## src/rtl/io_arb_pkg.sv

```systemverilog
// Shared constants and state type for the two-master I/O register bus arbiter.
package io_arb_pkg;
  localparam logic [1:0] ST_IDLE   = 2'd0;
  localparam logic [1:0] ST_ACCESS = 2'd1;
  localparam logic [1:0] ST_DONE   = 2'd2;

  localparam logic M0 = 1'b0;
  localparam logic M1 = 1'b1;

  localparam int IO_AW = 4;
  localparam int IO_DW = 8;

  typedef enum logic [1:0] {
    IDLE   = ST_IDLE,
    ACCESS = ST_ACCESS,
    DONE   = ST_DONE
  } state_t;
endpackage

```

## src/rtl/io_arb_pick.sv

```systemverilog
// Combinational winner selection for the arbiter IDLE decision.
// With IO_ARB_LOCK_EN defined, a held lock restricts the choice to the holder.
module io_arb_pick
  import io_arb_pkg::*;
#(
  parameter int RR = 1
) (
  input  logic req0,
  input  logic req1,
  input  logic last,
`ifdef IO_ARB_LOCK_EN
  input  logic hold,
  input  logic holder,
`endif
  output logic grant,
  output logic win
);

  always_comb begin
    grant = req0 | req1;
    if (req0 && req1) win = (RR != 0) ? ~last : M0;
    else              win = req1 ? M1 : M0;
`ifdef IO_ARB_LOCK_EN
    // While locked, the other master is ignored even if the holder is idle.
    if (hold) begin
      win   = holder;
      grant = holder ? req1 : req0;
    end
`endif
  end

endmodule

```

## src/rtl/io_arbiter_b3.sv

```systemverilog
// Two-master arbiter for the basic I/O register bus: IDLE -> ACCESS -> DONE per access.
// Optional bus locking is compiled in with IO_ARB_LOCK_EN.
module io_arbiter_b3
  import io_arb_pkg::*;
#(
  parameter int AW = IO_AW,
  parameter int DW = IO_DW,
  parameter int RR = 1
) (
  input  logic          clk,
  input  logic          reset,
  input  logic          m0_req,
  input  logic          m0_we,
  input  logic [AW-1:0] m0_addr,
  input  logic [DW-1:0] m0_wdata,
`ifdef IO_ARB_LOCK_EN
  input  logic          m0_lock,
  input  logic          m1_lock,
`endif
  output logic          m0_ack,
  output logic [DW-1:0] m0_rdata,
  input  logic          m1_req,
  input  logic          m1_we,
  input  logic [AW-1:0] m1_addr,
  input  logic [DW-1:0] m1_wdata,
  output logic          m1_ack,
  output logic [DW-1:0] m1_rdata,
  output logic [AW-1:0] io_addr,
  output logic          io_re,
  output logic          io_we,
  output logic [DW-1:0] io_wdata,
  input  logic [DW-1:0] io_rdata,
  output logic          owner,
  output logic [1:0]    fsm_state
);

  // Handshake: a master raises req with we/addr/wdata stable and holds them until
  // its one-cycle ack; rdata is valid with ack and held until the next read ack.
  state_t state;
  logic   last;
  logic   grant;
  logic   win;
  logic   win_we;

  assign win_we    = win ? m1_we : m0_we;
  assign fsm_state = state;

`ifdef IO_ARB_LOCK_EN
  logic locked;
  logic hold;
  assign hold = locked & (owner ? m1_lock : m0_lock);
`endif

  io_arb_pick #(.RR(RR)) u_pick (
    .req0   (m0_req),
    .req1   (m1_req),
    .last   (last),
`ifdef IO_ARB_LOCK_EN
    .hold   (hold),
    .holder (owner),
`endif
    .grant  (grant),
    .win    (win)
  );

  always_ff @(posedge clk) begin
    if (reset) begin
      state    <= IDLE;
      io_re    <= 1'b0;
      io_we    <= 1'b0;
      io_addr  <= '0;
      io_wdata <= '0;
      m0_ack   <= 1'b0;
      m1_ack   <= 1'b0;
      m0_rdata <= '0;
      m1_rdata <= '0;
      owner    <= M0;
      last     <= M1;
`ifdef IO_ARB_LOCK_EN
      locked   <= 1'b0;
`endif
    end else begin
      case (state)
        IDLE: begin
          if (grant) begin
            owner    <= win;
            io_addr  <= win ? m1_addr : m0_addr;
            io_wdata <= win ? m1_wdata : m0_wdata;
            io_we    <= win_we;
            io_re    <= ~win_we;
            state    <= ACCESS;
          end
        end
        ACCESS: begin
          io_re <= 1'b0;
          io_we <= 1'b0;
          if (io_re) begin
            if (owner) m1_rdata <= io_rdata;
            else       m0_rdata <= io_rdata;
          end
          if (owner) m1_ack <= 1'b1;
          else       m0_ack <= 1'b1;
          state <= DONE;
        end
        DONE: begin
          m0_ack <= 1'b0;
          m1_ack <= 1'b0;
          last   <= owner;
`ifdef IO_ARB_LOCK_EN
          locked <= owner ? m1_lock : m0_lock;
`endif
          state  <= IDLE;
        end
        default: state <= IDLE;
      endcase
    end
  end

endmodule
```

## config.mk

```make
export PLATFORM = sky130hd
export DESIGN_NAME = io_arbiter_b3
export DESIGN_NICKNAME = d
export VERILOG_FILES = /design/src/rtl/io_arb_pkg.sv /design/src/rtl/io_arb_pick.sv /design/src/rtl/io_arbiter_b3.sv
export SDC_FILE = /design/constraint.sdc
export NUM_CORES = 1
export LEC_CHECK = 0
export BUFFER_PORTS_ARGS = -buffer_cell sky130_fd_sc_hd__buf_4
export CORE_MARGIN = 10
export CORE_UTILIZATION = 45
export CTS_CLUSTER_SIZE = 25
export DETAILED_ROUTE_END_ITERATION = 8
export PLACE_DENSITY = 0.75
export SYNTH_ARGS = -nofsm -noshare
export SYNTH_HDL_FRONTEND = slang
export SYNTH_SLANG_ARGS = --single-unit
```

## constraint.sdc

```tcl
create_clock -name clk -period 1.57 [get_ports clk]
set_input_delay 0.0785 -clock clk [delete_from_list [all_inputs] [get_ports clk]]
set_output_delay 0.0785 -clock clk [all_outputs]
set_load 0.03 [all_outputs]
```

==> metrics list <==
- Buffers added to address setup during post-CTS repair amount to 0.
- Share of the yosys chip area belonging to registers: 0.465
- Depth of the worst register-to-register path: 4
- Dividing total power by cell area gives a power density of 909 nW/um2.
- DR DRC count: 0
* Final setup vio count: 0
- NetSw: about 630 uW
- Vert. Die Dim: 78.7 um
* Proportion of power drawn by combinational gates: 0.251
- Pre-CTS worst setup slack: 0.118 ns
- Summed negative setup slack over all endpoints: 0 ns
* Number of enable-type register cells in the synthesized netlist: 0
- Of the total power, the clock network draws 0.253.
- In this design, the stage delay of the slowest critical-path cell is 0.52 ns.
- Area occupied by multi-input gates: 752 um2
- Class of the tightest hold or removal check: input port to register
* Clock-pin slew of the registers on the worst-case setup and hold paths: around 0.11 ns
* Unrepaired setup endpoints after global routing: no
- Avg Synthesized Cell Area: 9.93 um2
* Vias per Instance: 5.06
- Summed over all cells, the static leakage comes to about 0.95 nW.
- Layout Skew: roughly 0.0087 ns
* Reg2Reg Capture Point: m0_rdata[6]
- Number of buffer cells added on primary ports: 72
- Biggest fanout along the worst timing path: 10
* Critical path's slowest cell: dfxtp_1
- Final worst path period share: 0.892
- Final critical delay including setup and external delays: around 1.4 ns
* Nature of the critical path endpoint: register
* Slew at the pin with the worst max-slew slack: 0.435 ns
- The number of buffers and inverters on the critical path is 1.
- Slew Limit Headroom: 0.710
- Dividing the detail-routed wire length by the instance count gives 15.6 um.
- After the last flow step, the layout net total stands at 274.
* Number of warnings printed during yosys synthesis: 0
* Unique cell type count in the Yosys netlist: 29
- Slack of the worst reg-to-reg path: between 0.15 and 0.2 ns
- The startpoint identified for the worst hold timing path is m0_we.
- Leading cell types by count after synthesis: dfxtp_1, a21oi_1, mux2i_1
* Worst hold path depth: 3
- The biggest area contributor in the post-synthesis netlist is dfxtp_1.
* Sw frac: 0.307
* Crit path required time: 1.80 ns
* Initial drt markers: slightly above 100
* Seq. cell area: 721 um2
* Clock buffer count from CTS: 5
* Run status: finished, final reports clean
* Number of global-route vias before repair: 1505
- Cell Int Power: about 1.4 mW
* Synthesized cell area: around 1500 um2
- Sequence of cells on the critical path: nor4bb_2 -> buf_4 -> mux2i_1 -> nor2_1
* Number of rows in the core area: 21
* Clock tree from TritonCTS: yes
* Antenna-violating nets left: 0
- Core Region: 3340 um2
* Number of fill cells: ~270
* Max-slew violation count: 0
* Placed wire-length estimate after detailed placement: 3270 um
* Total iterations of the first detailed-routing run: 4
* Worst hold path endpoint: io_re
* Initial Utilization: 0.464
- For this run, the total global-route usage over all layers was measured as 0.140.
- Maximum level of the CTS H-tree: 2
* Worst IR Drop VDD: 0.000615 V
- In the post-route analysis, the smallest setup slack over all paths is 0.170 ns.
- Synthesis handed over a netlist of 156 instances.
* Number of failing hold endpoints at the final stage: 0
- STA classifies the critical path startpoint as a register.
- Cell family with most CP delay: flip-flops
- Net count of the mapped netlist: a little under 200
* Critical path arrival: 1.63 ns
- Area share of the largest cell type after synthesis: 0.465
- For this run the aggregate overflow at the end of global routing stands at 0.
- Of the total power, registers draw 0.495.
- I/O pin count: 73
- Counting flops with an async set or reset pin after synthesis yields a share of 0.
- The floorplan step set the die width to 78.7 um.
* Sink Count: 36
* Startpoint of the worst register-to-register path: fsm_state[0]
* Last weighted congestion value of the routability-driven placer: 0.713
- Critical path start-end classification: register to register
- Total wirelength of the detailed-routed design: 4410 um
- In the post-synthesis netlist, the cell with the most instances is dfxtp_1.
* Total number of vias: between 1000 and 1500
- The die covers 6190 um2.
- Synth-to-layout area growth: 45.5%
* Primary FF master, synth: dfxtp_1
- The longest clock path from root to sink contains 2 buffers.
- In this run the clock root is driven by a clkbuf_4.
- The design draws around 2 mW.
- For the worst-skew pair, the clock arrives at the later sink with an insertion delay of approximately 0.34 ns.
- Of the cells placed in the final design, the portion with a size suffix greater than 1 is 0.422.
- Highest attainable clock frequency: between 700 and 800 MHz
* Synth top area cells: dfxtp_1, mux2i_1, a21oi_1
* Antenna fix cells: 0
- Entering global routing, the biggest net connects 39 pins.
* Number of register bits inferred by synthesis: 36
- Wire length of the first global-routing pass: 7110 um
- Antenna violations before repair: 0
* Max-cap check violation count: 0
## metrics by stage
stage	hold WS [ns]	utilization	std cells	instance area [um2]
finish	0.0706	0.675	283	2250
global route	0.0675	0.675	283	2250
CTS	0.0622	0.675	283	2250
detailed placement	0.336	0.633	267	2110
global placement	0.326	0.633	267	2110
floorplan	0.215	-	156	1550
## sequential cells by signal, summed over array words and instances (netlist names)
name,count
io_addr,4
m0_rdata,8
m0_ack,1
m1_ack,1
last,1
io_wdata,8
m1_rdata,8
owner,1
fsm_state,2
io_we,1
io_re,1
## placed cells by master, fill, tap and decap left out, drive strengths merged, types with 2 or more instances in the layout
master,synthesis,routed
nand2,18,18
nor2,12,12
dlygate4sd3,0,8
nor2b,2,2
a21oi,23,23
nor3,2,2
buf,10,77
dfxtp,36,36
clkbuf,2,6
mux2i,21,21
nand2b,4,4
clkinv,0,2
a211oi,12,12
o32ai,2,2
## worst max-delay path by stage
stage                  from           to  slack (ns)  cells past startpoint
2_1_floorplan  fsm_state[0]  m0_rdata[0]        0.10                      5
5_1_grt        fsm_state[0]  m0_rdata[6]        0.07                      4
3_3_place_gp   fsm_state[1]  io_wdata[0]        0.18                      3
3_5_place_dp   fsm_state[1]   io_addr[3]        0.12                      3
6_report       fsm_state[0]  m0_rdata[6]        0.17                      4
4_1_cts        fsm_state[1]   io_addr[3]        0.10                      3
## layer usage
layer | global-route usage | part of all wire | vias to the layer above
met5 | 0 | 0 | -
met2 | 0.227 | 0.46 | 61
met4 | 0.0376 | 0.010 | 0
met3 | 0.0763 | 0.094 | 6
met1 | 0.155 | 0.43 | 655
li1 | - | - | 709
## power groups by stage
stage / sequential (mW) / combinational [mW] / clock [mW]
6_report: 1.01 / 0.515 / 0.519
3_5_place_dp: 1.03 / 0.501 / 0
3_3_place_gp: 1.03 / 0.489 / 0
2_1_floorplan: 1.13 / 0.209 / 0
5_1_grt: 1.02 / 0.555 / 0.560
4_1_cts: 1.01 / 0.518 / 0.524
## what timing repair did
| item | in CTS | in global routing |
|---|---|---|
| hold buffers | 8 | 0 |
| endpoints found under the setup margin | 0 | 2 |
| hold endpoints to repair | 15 | 0 |
| gates resized for setup | 0 | 1 |
## worst min-delay path, stage by stage
cell,delay (ns)
buf_4,0.08
mux2_2,0.13
o32ai_1,0.07
## cell families (layout without fill, tap and decap cells)
family                 Yosys count  after routing  share of synthesized area
buffers and inverters           13             94                     0.0541
AO/OA/AOI/OAI                   42             42                      0.207
flip-flops                      36             36                      0.465
AND/OR/NAND/NOR                 43             43                      0.131
multiplexers                    22             22                      0.143
## cell type report
class / count / share of cell area
multi-input combinational: 107 / 0.334
inverter: 1 / 0.00167
sequential: 36 / 0.320
tap: 46 / 0.0255
clock buffer: 6 / 0.0228
timing repair buffer: 85 / 0.292
clock inverter: 2 / 0.00444
Note: power is estimated with default switching activity, not from simulation.
